===== config.mk =====
export PLATFORM = sky130hd
export DESIGN_NAME = leaf_user_port_adapter
export DESIGN_NICKNAME = d
export VERILOG_FILES = /design/src/rtl/leaf_user_port_adapter.sv
export SDC_FILE = /design/constraint.sdc
export NUM_CORES = 1
export LEC_CHECK = 0
export ABC_CLOCK_PERIOD_IN_PS = 4590
export CAP_MARGIN = 15
export CORE_ASPECT_RATIO = 1.25
export CORE_MARGIN = 2
export CORE_UTILIZATION = 41
export DETAILED_ROUTE_END_ITERATION = 10
export PLACE_DENSITY = 0.77
export SLEW_MARGIN = 20
export SYNTH_ARGS = -nofsm -noshare
export SYNTH_HDL_FRONTEND = slang
export SYNTH_SLANG_ARGS = --single-unit

===== constraint.sdc =====
create_clock -name clk -period 4.59 [get_ports clk]
set_clock_uncertainty 0.15 [all_clocks]
set_input_delay 0.918 -clock clk [delete_from_list [all_inputs] [get_ports clk]]
set_output_delay 0.918 -clock clk [all_outputs]
set_load 0.01 [all_outputs]

===== src/rtl/leaf_user_port_adapter.sv =====
// Buffered, parametrised port stage between leaf_interface user-side ports and a user kernel.
// Per-channel FIFOs in both directions, ap_start arming, synchronous flush, saturating counters.

module leaf_upa_fifo #(
    parameter int W  = 32,
    parameter int AB = 2
) (
    input  logic         clk,
    input  logic         reset,
    input  logic         en_i,
    input  logic         flush_i,
    input  logic         push_vld_i,
    input  logic [W-1:0] push_dat_i,
    output logic         push_rdy_o,
    output logic         pop_vld_o,
    output logic [W-1:0] pop_dat_o,
    input  logic         pop_rdy_i
);
    localparam int DEPTH = 1 << AB;
    localparam int PW    = (AB > 0) ? AB : 1;
    localparam int CW    = AB + 1;

    logic [W-1:0]  mem_q [DEPTH];
    logic [PW-1:0] wr_q, wr_d, rd_q, rd_d;
    logic [CW-1:0] cnt_q, cnt_d;
    logic          push, pop;

    // Ready looks only at the registered count: a full FIFO never accepts on the cycle it pops.
    assign push_rdy_o = en_i && (cnt_q < CW'(DEPTH));
    assign pop_vld_o  = (cnt_q != '0);
    assign pop_dat_o  = pop_vld_o ? mem_q[rd_q] : '0;
    assign push       = push_vld_i && push_rdy_o;
    assign pop        = pop_vld_o && pop_rdy_i;

    always_comb begin
        wr_d  = wr_q;
        rd_d  = rd_q;
        cnt_d = cnt_q;
        if (flush_i) begin
            wr_d  = '0;
            rd_d  = '0;
            cnt_d = '0;
        end else begin
            if (push) wr_d = (wr_q == PW'(DEPTH - 1)) ? '0 : wr_q + 1'b1;
            if (pop)  rd_d = (rd_q == PW'(DEPTH - 1)) ? '0 : rd_q + 1'b1;
            cnt_d = cnt_q + CW'(push) - CW'(pop);
        end
    end

    always_ff @(posedge clk or posedge reset) begin
        if (reset) begin
            wr_q  <= '0;
            rd_q  <= '0;
            cnt_q <= '0;
        end else begin
            wr_q  <= wr_d;
            rd_q  <= rd_d;
            cnt_q <= cnt_d;
        end
    end

    always_ff @(posedge clk) begin
        if (push && !flush_i) mem_q[wr_q] <= push_dat_i;
    end
endmodule

module leaf_user_port_adapter #(
    parameter int NUM_IN_PORTS   = 5,
    parameter int NUM_OUT_PORTS  = 1,
    parameter int PAYLOAD_BITS   = 32,
    parameter int FIFO_ADDR_BITS = 2,
    parameter int CNT_BITS       = 16
) (
    input  logic                                    clk,
    input  logic                                    reset,
    input  logic                                    ap_start,
    input  logic                                    flush,
    input  logic [NUM_IN_PORTS*PAYLOAD_BITS-1:0]    dout_leaf_interface2user,
    input  logic [NUM_IN_PORTS-1:0]                 vld_interface2user,
    output logic [NUM_IN_PORTS-1:0]                 ack_user2interface,
    output logic [NUM_IN_PORTS*PAYLOAD_BITS-1:0]    dout_user,
    output logic [NUM_IN_PORTS-1:0]                 vld_user,
    input  logic [NUM_IN_PORTS-1:0]                 rdy_user,
    input  logic [NUM_OUT_PORTS*PAYLOAD_BITS-1:0]   din_user,
    input  logic [NUM_OUT_PORTS-1:0]                vld_from_user,
    output logic [NUM_OUT_PORTS-1:0]                rdy_to_user,
    output logic [NUM_OUT_PORTS*PAYLOAD_BITS-1:0]   din_leaf_user2interface,
    output logic [NUM_OUT_PORTS-1:0]                vld_user2interface,
    input  logic [NUM_OUT_PORTS-1:0]                ack_interface2user,
    output logic                                    running,
    output logic [NUM_IN_PORTS*CNT_BITS-1:0]        in_word_cnt,
    output logic [NUM_OUT_PORTS*CNT_BITS-1:0]       out_word_cnt
);
    logic running_q, running_d;

    // flush wins over ap_start; ap_start while already running is a no-op.
    always_comb begin
        running_d = running_q;
        if (flush)         running_d = 1'b0;
        else if (ap_start) running_d = 1'b1;
    end

    always_ff @(posedge clk or posedge reset) begin
        if (reset) running_q <= 1'b0;
        else       running_q <= running_d;
    end

    assign running = running_q;

    for (genvar i = 0; i < NUM_IN_PORTS; i++) begin : g_in
        logic [CNT_BITS-1:0] cnt_q, cnt_d;

        leaf_upa_fifo #(.W(PAYLOAD_BITS), .AB(FIFO_ADDR_BITS)) u_fifo (
            .clk        (clk),
            .reset      (reset),
            .en_i       (running_q),
            .flush_i    (flush),
            .push_vld_i (vld_interface2user[i]),
            .push_dat_i (dout_leaf_interface2user[i*PAYLOAD_BITS +: PAYLOAD_BITS]),
            .push_rdy_o (ack_user2interface[i]),
            .pop_vld_o  (vld_user[i]),
            .pop_dat_o  (dout_user[i*PAYLOAD_BITS +: PAYLOAD_BITS]),
            .pop_rdy_i  (rdy_user[i])
        );

        always_comb begin
            cnt_d = cnt_q;
            if (flush) cnt_d = '0;
            else if (vld_interface2user[i] && ack_user2interface[i] && (cnt_q != '1))
                cnt_d = cnt_q + 1'b1;
        end

        always_ff @(posedge clk or posedge reset) begin
            if (reset) cnt_q <= '0;
            else       cnt_q <= cnt_d;
        end

        assign in_word_cnt[i*CNT_BITS +: CNT_BITS] = cnt_q;
    end

    for (genvar j = 0; j < NUM_OUT_PORTS; j++) begin : g_out
        logic [CNT_BITS-1:0] cnt_q, cnt_d;

        leaf_upa_fifo #(.W(PAYLOAD_BITS), .AB(FIFO_ADDR_BITS)) u_fifo (
            .clk        (clk),
            .reset      (reset),
            .en_i       (running_q),
            .flush_i    (flush),
            .push_vld_i (vld_from_user[j]),
            .push_dat_i (din_user[j*PAYLOAD_BITS +: PAYLOAD_BITS]),
            .push_rdy_o (rdy_to_user[j]),
            .pop_vld_o  (vld_user2interface[j]),
            .pop_dat_o  (din_leaf_user2interface[j*PAYLOAD_BITS +: PAYLOAD_BITS]),
            .pop_rdy_i  (ack_interface2user[j])
        );

        always_comb begin
            cnt_d = cnt_q;
            if (flush) cnt_d = '0;
            else if (vld_user2interface[j] && ack_interface2user[j] && (cnt_q != '1))
                cnt_d = cnt_q + 1'b1;
        end

        always_ff @(posedge clk or posedge reset) begin
            if (reset) cnt_q <= '0;
            else       cnt_q <= cnt_d;
        end

        assign out_word_cnt[j*CNT_BITS +: CNT_BITS] = cnt_q;
    end
endmodule


==> flow_metrics.env, run 1 <==
export IMPL_worstPathRequired_ps=3520
export IMPL_r2r_setup_slack_ps=1210
export IMPL_grt_pass1_vias=21800
export IMPL_max_freq_ghz=0.248
export IMPL_yosys_area_top_type_share_pct=62.7
export IMPL_vias=20500
export IMPL_firstDrtPassIters=5
export IMPL_nNetsFinal=2883
export IMPL_dp_cells=3708
export IMPL_synth_cells=2085
export IMPL_synth_main_ff_cell="edfxtp_1"
export IMPL_io_pins=509
export IMPL_mostFrequentLayoutCells="768 x edfxtp_1, 507 x clkdlybuf4s50_1, 214 x and2_1"
export IMPL_initial_utilization_pct=41.5
export IMPL_tightestPinTransition_ps=1030
export IMPL_tns_ps=0
export IMPL_cts_hold_buf=0
export IMPL_clk_path_buf_depth=3
export IMPL_fp_dieW_um=272
export IMPL_root_buffer="clkbuf_16"
export IMPL_drtAntennaViolNets=0
export IMPL_status="finished clean"
export IMPL_final_cell_count_no_fill=3884
export IMPL_path_clk_slew_ps=60
export IMPL_ys_seq_area_share_pct=72.1
export IMPL_fin_ws_ps=555
export IMPL_crit_path_end_kind="primary output"
export IMPL_async_flop_share_pct=15.3
export IMPL_leakagePower_nw=15.5
export IMPL_powerDensity_nw_per_um2=483
export IMPL_worstSkewPairLatency_ps=650
export IMPL_synth_area_um2=36800
export IMPL_antenna_found_initial=16
export IMPL_cp_startpoint="g_in[4].u_fifo.rd_q[0]"
export IMPL_ir_drop_mv=0.398
export IMPL_core_rowCount=122
export IMPL_min_path_type="reg -> reg"
export IMPL_htreeDepth=3
export IMPL_path_max_fanout=27
export IMPL_slew_violations=0
export IMPL_r2r_start="g_out[0].u_fifo.cnt_q[2]"
export IMPL_layout_drive_gt1_share_pct=14.6
export IMPL_core_area_um2=88700
export IMPL_drtIter0Drc=1370
export IMPL_cts_tree="done"
export IMPL_cts_inserted_buffers=90
export IMPL_gr_usage_all_layers_pct=18.9
export IMPL_grt_pass1_wl_um=133000
export IMPL_drv_cap=0
export IMPL_post_cts_setup_buffer_count=0
export IMPL_ys_warn_count=0
export IMPL_startpoint_type="flop"
export IMPL_synth_largest_area_cell="edfxtp_1"
export IMPL_clock_sinks=907
export IMPL_die_y_um=339
export IMPL_hold_depth=1
export IMPL_worst_r2r_path_depth=11
export IMPL_die_area_um2=92200
export IMPL_drc=0
export IMPL_gp_congestion=0.792
export IMPL_fin_crit_ps=4040
export IMPL_grt_setup_unrepaired="false"
export IMPL_synth_seq_cells=907
export IMPL_hold_start="g_in[3].cnt_q[5]"
export IMPL_fill_cells=6947
export IMPL_area_growth_pct=25.9
export IMPL_synth_area_leaders="edfxtp_1 63%, mux4_2 12%, dfrtp_1 9.5%"
export IMPL_grt_max_degree=140
export IMPL_layout_commonest_cell="edfxtp_1"
export IMPL_setup_viol=0
export IMPL_finalCritPeriodShare_pct=87.9
export IMPL_syn_area_per_cell_um2=17.6
export IMPL_detail_route_vias_per_cell=5.29
export IMPL_grt_overflow=0
export IMPL_synth_edff_count=768
export IMPL_io_buffers=508
export IMPL_yosysUniqueCellTypes=56
export IMPL_syn_num_nets=2346
export IMPL_crit_type="reg -> out"
export IMPL_finalWirelength_um=87500
export IMPL_pre_cts_ws_ps=1090
export IMPL_cts_resized=0
export IMPL_slew_limit_headroom_pct=31.6
export IMPL_worstPathArrival_ps=2970
export IMPL_hold_viol_final=0
export IMPL_hpwl_um=59900
export IMPL_wire_per_inst_um=22.5
cells in the mapped netlist (38+ instances only):
library cell	number
nor2_1	66
ha_1	47
mux4_2	192
xor2_1	38
nand3_1	39
a21oi_1	51
nand2_1	73
and2_1	218
dfrtp_1	139
edfxtp_1	768
o21ai_0	70
inv_1	54
clkbuf_1	76
cell families after synthesis:
logic type | share of synthesized area [%]
buffers and inverters | 1.88
XOR/XNOR | 1.36
adder cells (fa/ha/maj) | 1.92
multiplexers | 11.9
flip-flops | 72.1
AND/OR/NAND/NOR | 8.04
AO/OA/AOI/OAI | 2.76
registers in the layout, summed over array words and instances, names as in the netlist:
register	flops
g_out.u_fifo.cnt_q	3
g_in.u_fifo.cnt_q	15
out_word_cnt	16
g_out.u_fifo.mem_q	128
g_out.u_fifo.wr_q	2
running	1
g_in.u_fifo.rd_q	10
g_in.u_fifo.mem_q	640
g_in.u_fifo.wr_q	10
g_out.u_fifo.rd_q	2
g_in.cnt_q	80
metal layers:
metal	global-route usage [%]	wire length [µm]	vias up
li1	-	-	9156
met1	22.6	33100	10500
met2	31.8	44700	668
met3	5.47	6700	175
met4	7.85	2920	12
met5	0	77	-
power breakdown:
part	internal (mW)	switching (mW)	total [mW]
combinational	3.09	2.53	5.62
sequential	9.14	0.254	9.40
clock	4.21	3.14	7.36
total	16.4	5.92	22.4
worst paths after layout:
kind | to
max | dout_user[142]
min | g_in[3].cnt_q[5]
max reg2reg | g_out[0].u_fifo.cnt_q[2]
min reg2reg | g_in[3].cnt_q[5]
max in group asynchronous | g_out[0].u_fifo.rd_q[0]
min in group asynchronous | running
worst max-delay path, stage by stage (launching register included):
cell and delay (ps):
dfrtp_2 540, buf_4 490, mux4_2 580, and2_1 180
clkdlybuf4s50_1 480
through the flow:
stage               total power [mW]  cell area (µm²)  hold slack [ps]  util (%)
floorplan                       12.5            36800              373         -
finish                          22.4            46300              357      52.2
global placement                15.2            43300              346      48.8
detailed placement              15.3            43300              359      48.8
global route                    23.3            46300              386      52.2
CTS                             22.7            46300              368      52.2
area by class of cell:
cell class                 instances  area, µm²  area share [%]
sequential                       907      26500            57.3
multi-input combinational       1014       9580            20.7
timing repair buffer             554       5500            11.9
clock buffer                     114       2400            5.19
tap                             1178       1470            3.18
clock inverter                    52        583            1.26
inverter                          55        210           0.454
antenna                           10       25.0          0.0540
Note: power is estimated with default switching activity, not from simulation.
==> run 2: changes to the inputs <==
--- a/config.mk
+++ b/config.mk
@@ -12,6 +12,7 @@
 export CORE_UTILIZATION = 41
 export DETAILED_ROUTE_END_ITERATION = 10
 export PLACE_DENSITY = 0.77
+export SETUP_SLACK_MARGIN = 0.3
 export SLEW_MARGIN = 20
 export SYNTH_ARGS = -nofsm -noshare
 export SYNTH_HDL_FRONTEND = slang
==> results of run 2 <==
Final layout, timing and power as in run 1 (identical DEF).
==> run 3: changes to the inputs <==
--- a/config.mk
+++ b/config.mk
@@ -5,6 +5,7 @@
 export SDC_FILE = /design/constraint.sdc
 export NUM_CORES = 1
 export LEC_CHECK = 0
+export ABC_AREA = 1
 export ABC_CLOCK_PERIOD_IN_PS = 4590
 export CAP_MARGIN = 15
 export CORE_ASPECT_RATIO = 1.25
==> run 3 against run 2 <==
Against the previous run: sequential share of layout area shrank 2.0 points; combinational power grew 38%; via count grew 33%; routed wire length grew 13%; cell count grew 36%; sequential power is essentially flat; cell area grew 3.6%; global-route usage grew 1.3 points; critical path depth grew 1; register-to-register slack gained 370 ps; largest cell class unchanged.
==> flow_metrics.env, run 3 <==
export IMPL_clock_sinks=907
export IMPL_synth_most_common_cell="nor2_1"
export IMPL_core_rowCount=125
export IMPL_layout_commonest_cell="nor2_1"
export IMPL_drv_cap=0
export IMPL_layout_drive_gt1_share_pct=7.49
export IMPL_largestRegisters="g_in.u_fifo.mem_q (640), g_out.u_fifo.mem_q (128), g_in.cnt_q (80)"
export IMPL_path_clk_slew_ps=60
export IMPL_mostFrequentLayoutCells="894 x nor2_1, 768 x edfxtp_1, 507 x clkdlybuf4s50_1"
export IMPL_dpl_instance_area_um2=44900
export IMPL_startpoint_type="flop"
export IMPL_yosys_area_share_simple_pct=15.8
export IMPL_p_clk_share_pct=30.8
export IMPL_synth_largest_area_cell="edfxtp_1"
export IMPL_die_area_um2=96300
export IMPL_core_area_um2=92900
export IMPL_synth_main_ff_cell="edfxtp_1"
export IMPL_power_switching_mw=7.77
export IMPL_syn_num_nets=3779
export IMPL_clk_path_buf_depth=3
export IMPL_max_freq_ghz=0.244
export IMPL_postLayoutCellArea_um2=48000
export IMPL_grt_max_degree=67
export IMPL_crit_path_end_kind="primary output"
export IMPL_finalCritPeriodShare_pct=89.2
export IMPL_leakagePower_nw=17.4
export IMPL_synth_fa_ha_area_share_pct=1.84
export IMPL_worstSkewPairLatency_ps=650
export IMPL_yosys_area_top_type_share_pct=60.0
export IMPL_setup_viol=0
export IMPL_hpwl_um=64100
export IMPL_synth_cells=3518
export IMPL_fin_util_pct=51.6
export IMPL_max_flop_register="g_in.u_fifo.mem_q"
export IMPL_drc=0
export IMPL_status="finished clean"
export IMPL_gp_congestion=0.883
export IMPL_cts_hold_buf=0
export IMPL_async_flop_share_pct=15.3
export IMPL_die_y_um=346
export IMPL_yosysUniqueCellTypes=38
export IMPL_hold_viol_final=0
export IMPL_firstDrtPassIters=5
export IMPL_synth_compound_area_share_pct=8.83
export IMPL_synth_top_family_by_area="simple AND/OR/NAND/NOR gates"
export IMPL_vias=27400
export IMPL_grt_pass1_vias=27100
export IMPL_fin_crit_ps=4100
export IMPL_detail_route_vias_per_cell=5.17
export IMPL_synth_seq_cells=907
export IMPL_io_pins=509
export IMPL_syn_area_per_cell_um2=10.9
export IMPL_synthMuxAreaShare_pct=0
export IMPL_p_sw_share_pct=31.4
export IMPL_synth_area_um2=38500
export IMPL_slew_violations=0
export IMPL_nNetsFinal=4269
export IMPL_synthXorXnorAreaFrac_pct=0.501
export IMPL_power_internal_mw=17.0
export IMPL_worstPathArrival_ps=3030
export IMPL_wire_per_inst_um=18.7
export IMPL_antenna_found_initial=4
export IMPL_drtAntennaViolNets=0
export IMPL_slew_limit_headroom_pct=35.1
export IMPL_ir_drop_mv=0.478
export IMPL_p_seq_share_pct=38.0
export IMPL_area_growth_pct=24.8
export IMPL_htreeDepth=3
export IMPL_root_buffer="clkbuf_16"
export IMPL_tightestPinTransition_ps=972
export IMPL_cts_inserted_buffers=89
export IMPL_cts_tree="done"
export IMPL_min_path_type="reg -> reg"
export IMPL_ys_seq_area_share_pct=69.0
export IMPL_path_max_fanout=43
export IMPL_initial_utilization_pct=41.4
export IMPL_synth_top_cells_by_count="922 x nor2_1, 768 x edfxtp_1, 426 x o21ai_0, 381 x nand2_1, 201 x a21oi_1"
export IMPL_ys_warn_count=0
export IMPL_timing_hold_ws_ps=377
export IMPL_drtIter0Drc=2326
export IMPL_fin_ws_ps=494
export IMPL_largest_reg_flops=640
export IMPL_tns_ps=0
export IMPL_powerDensity_nw_per_um2=516
export IMPL_r2r_setup_slack_ps=1580
export IMPL_grt_overflow=0
export IMPL_grt_pass1_wl_um=153000
export IMPL_power_frac_comb_pct=31.3
export IMPL_io_buffers=508
export IMPL_finalWirelength_um=99100
export IMPL_gr_usage_all_layers_pct=20.2
export IMPL_synth_area_leaders="edfxtp_1 60%, dfrtp_1 9.0%, nor2_1 9.0%"
export IMPL_fp_dieW_um=278
export IMPL_grt_setup_unrepaired="false"
export IMPL_pre_cts_ws_ps=890
export IMPL_worstPathRequired_ps=3520
export IMPL_crit_type="reg -> out"
export IMPL_synth_edff_count=768
==> run 3: changes by cell type after synthesis, moves of 120 or more <==
cell	delta
and2_1	-217
nand2_1	+308
o21ai_0	+356
a21oi_1	+150
nor2_1	+856
mux4_2	-192
inv_1	+120
==> run 3: worst max-delay path: stages, from the launching register on <==
cell,delay (ps)
dfrtp_4,620
inv_4,340
buf_4,260
o21ai_0,110
a21oi_1,380
clkdlybuf4s50_1,630
==> run 3: layout make-up <==
type / instances / area [µm²]
Antenna cell: 6 / 15.0
Clock buffer: 109 / 2340
Clock inverter: 57 / 722
Fill cell: 7819 / 44900
Inverter: 188 / 717
Multi-Input combinational cell: 2249 / 10500
Sequential cell: 907 / 26600
Tap cell: 1206 / 1510
Timing Repair Buffer: 573 / 5660
==> run 3: stage by stage <==
step,std cells,total power [mW]
global placement,5123,17.1
detailed placement,5123,17.2
finish,5295,24.7
CTS,5289,24.9
floorplan,3518,13.3
global route,5293,25.9
==> run 3: worst paths after layout <==
| check | start | to | cells past startpoint |
|---|---|---|---|
| min reg2reg | out_word_cnt[15] | out_word_cnt[15] | 2 |
| min in group asynchronous | reset | g_in[4].u_fifo.cnt_q[2] | 2 |
| max in group asynchronous | reset | g_out[0].u_fifo.rd_q[0] | 3 |
| min | out_word_cnt[15] | out_word_cnt[15] | 2 |
| max reg2reg | g_in[2].u_fifo.cnt_q[1] | g_in[2].u_fifo.cnt_q[2] | 13 |
| max | g_in[0].u_fifo.rd_q[0] | dout_user[28] | 5 |
==> run 3: kinds of logic (layout without fill, tap and decap cells) <==
kind of cell	after synthesis	after routing
AND/OR/NAND/NOR	1503	1503
flip-flops	907	907
AO/OA/AOI/OAI	671	671
buffers and inverters	362	927
adder cells (fa/ha/maj)	53	53
XOR/XNOR	22	22
other	0	6
==> run 3: power by group through the flow <==
stage | Clock, mW | Combinational, mW | Sequential [mW]
2_1_floorplan | 0 | 3.87 | 9.47
3_5_place_dp | 0 | 7.69 | 9.55
3_3_place_gp | 0 | 7.57 | 9.54
5_1_grt | 8.09 | 8.38 | 9.42
4_1_cts | 7.76 | 7.78 | 9.39
6_report | 7.61 | 7.73 | 9.39
==> run 3: routing by layer <==
metal  wire [µm]  track usage (%)  share of wire [%]  vias to the layer above
met3        7730             5.15                7.8                      189
met1       38400             24.4                 39                    13300
met4        3490             7.85                3.5                        0
met5           0                0                  0                        -
li1            -                -                  -                    13000
met2       49500             34.6                 50                      910
==> run 3: repair_timing <==
action	in CTS	in global routing
buffers inserted	0	0
gates resized for setup	2	1
endpoints found under the setup margin	1	1
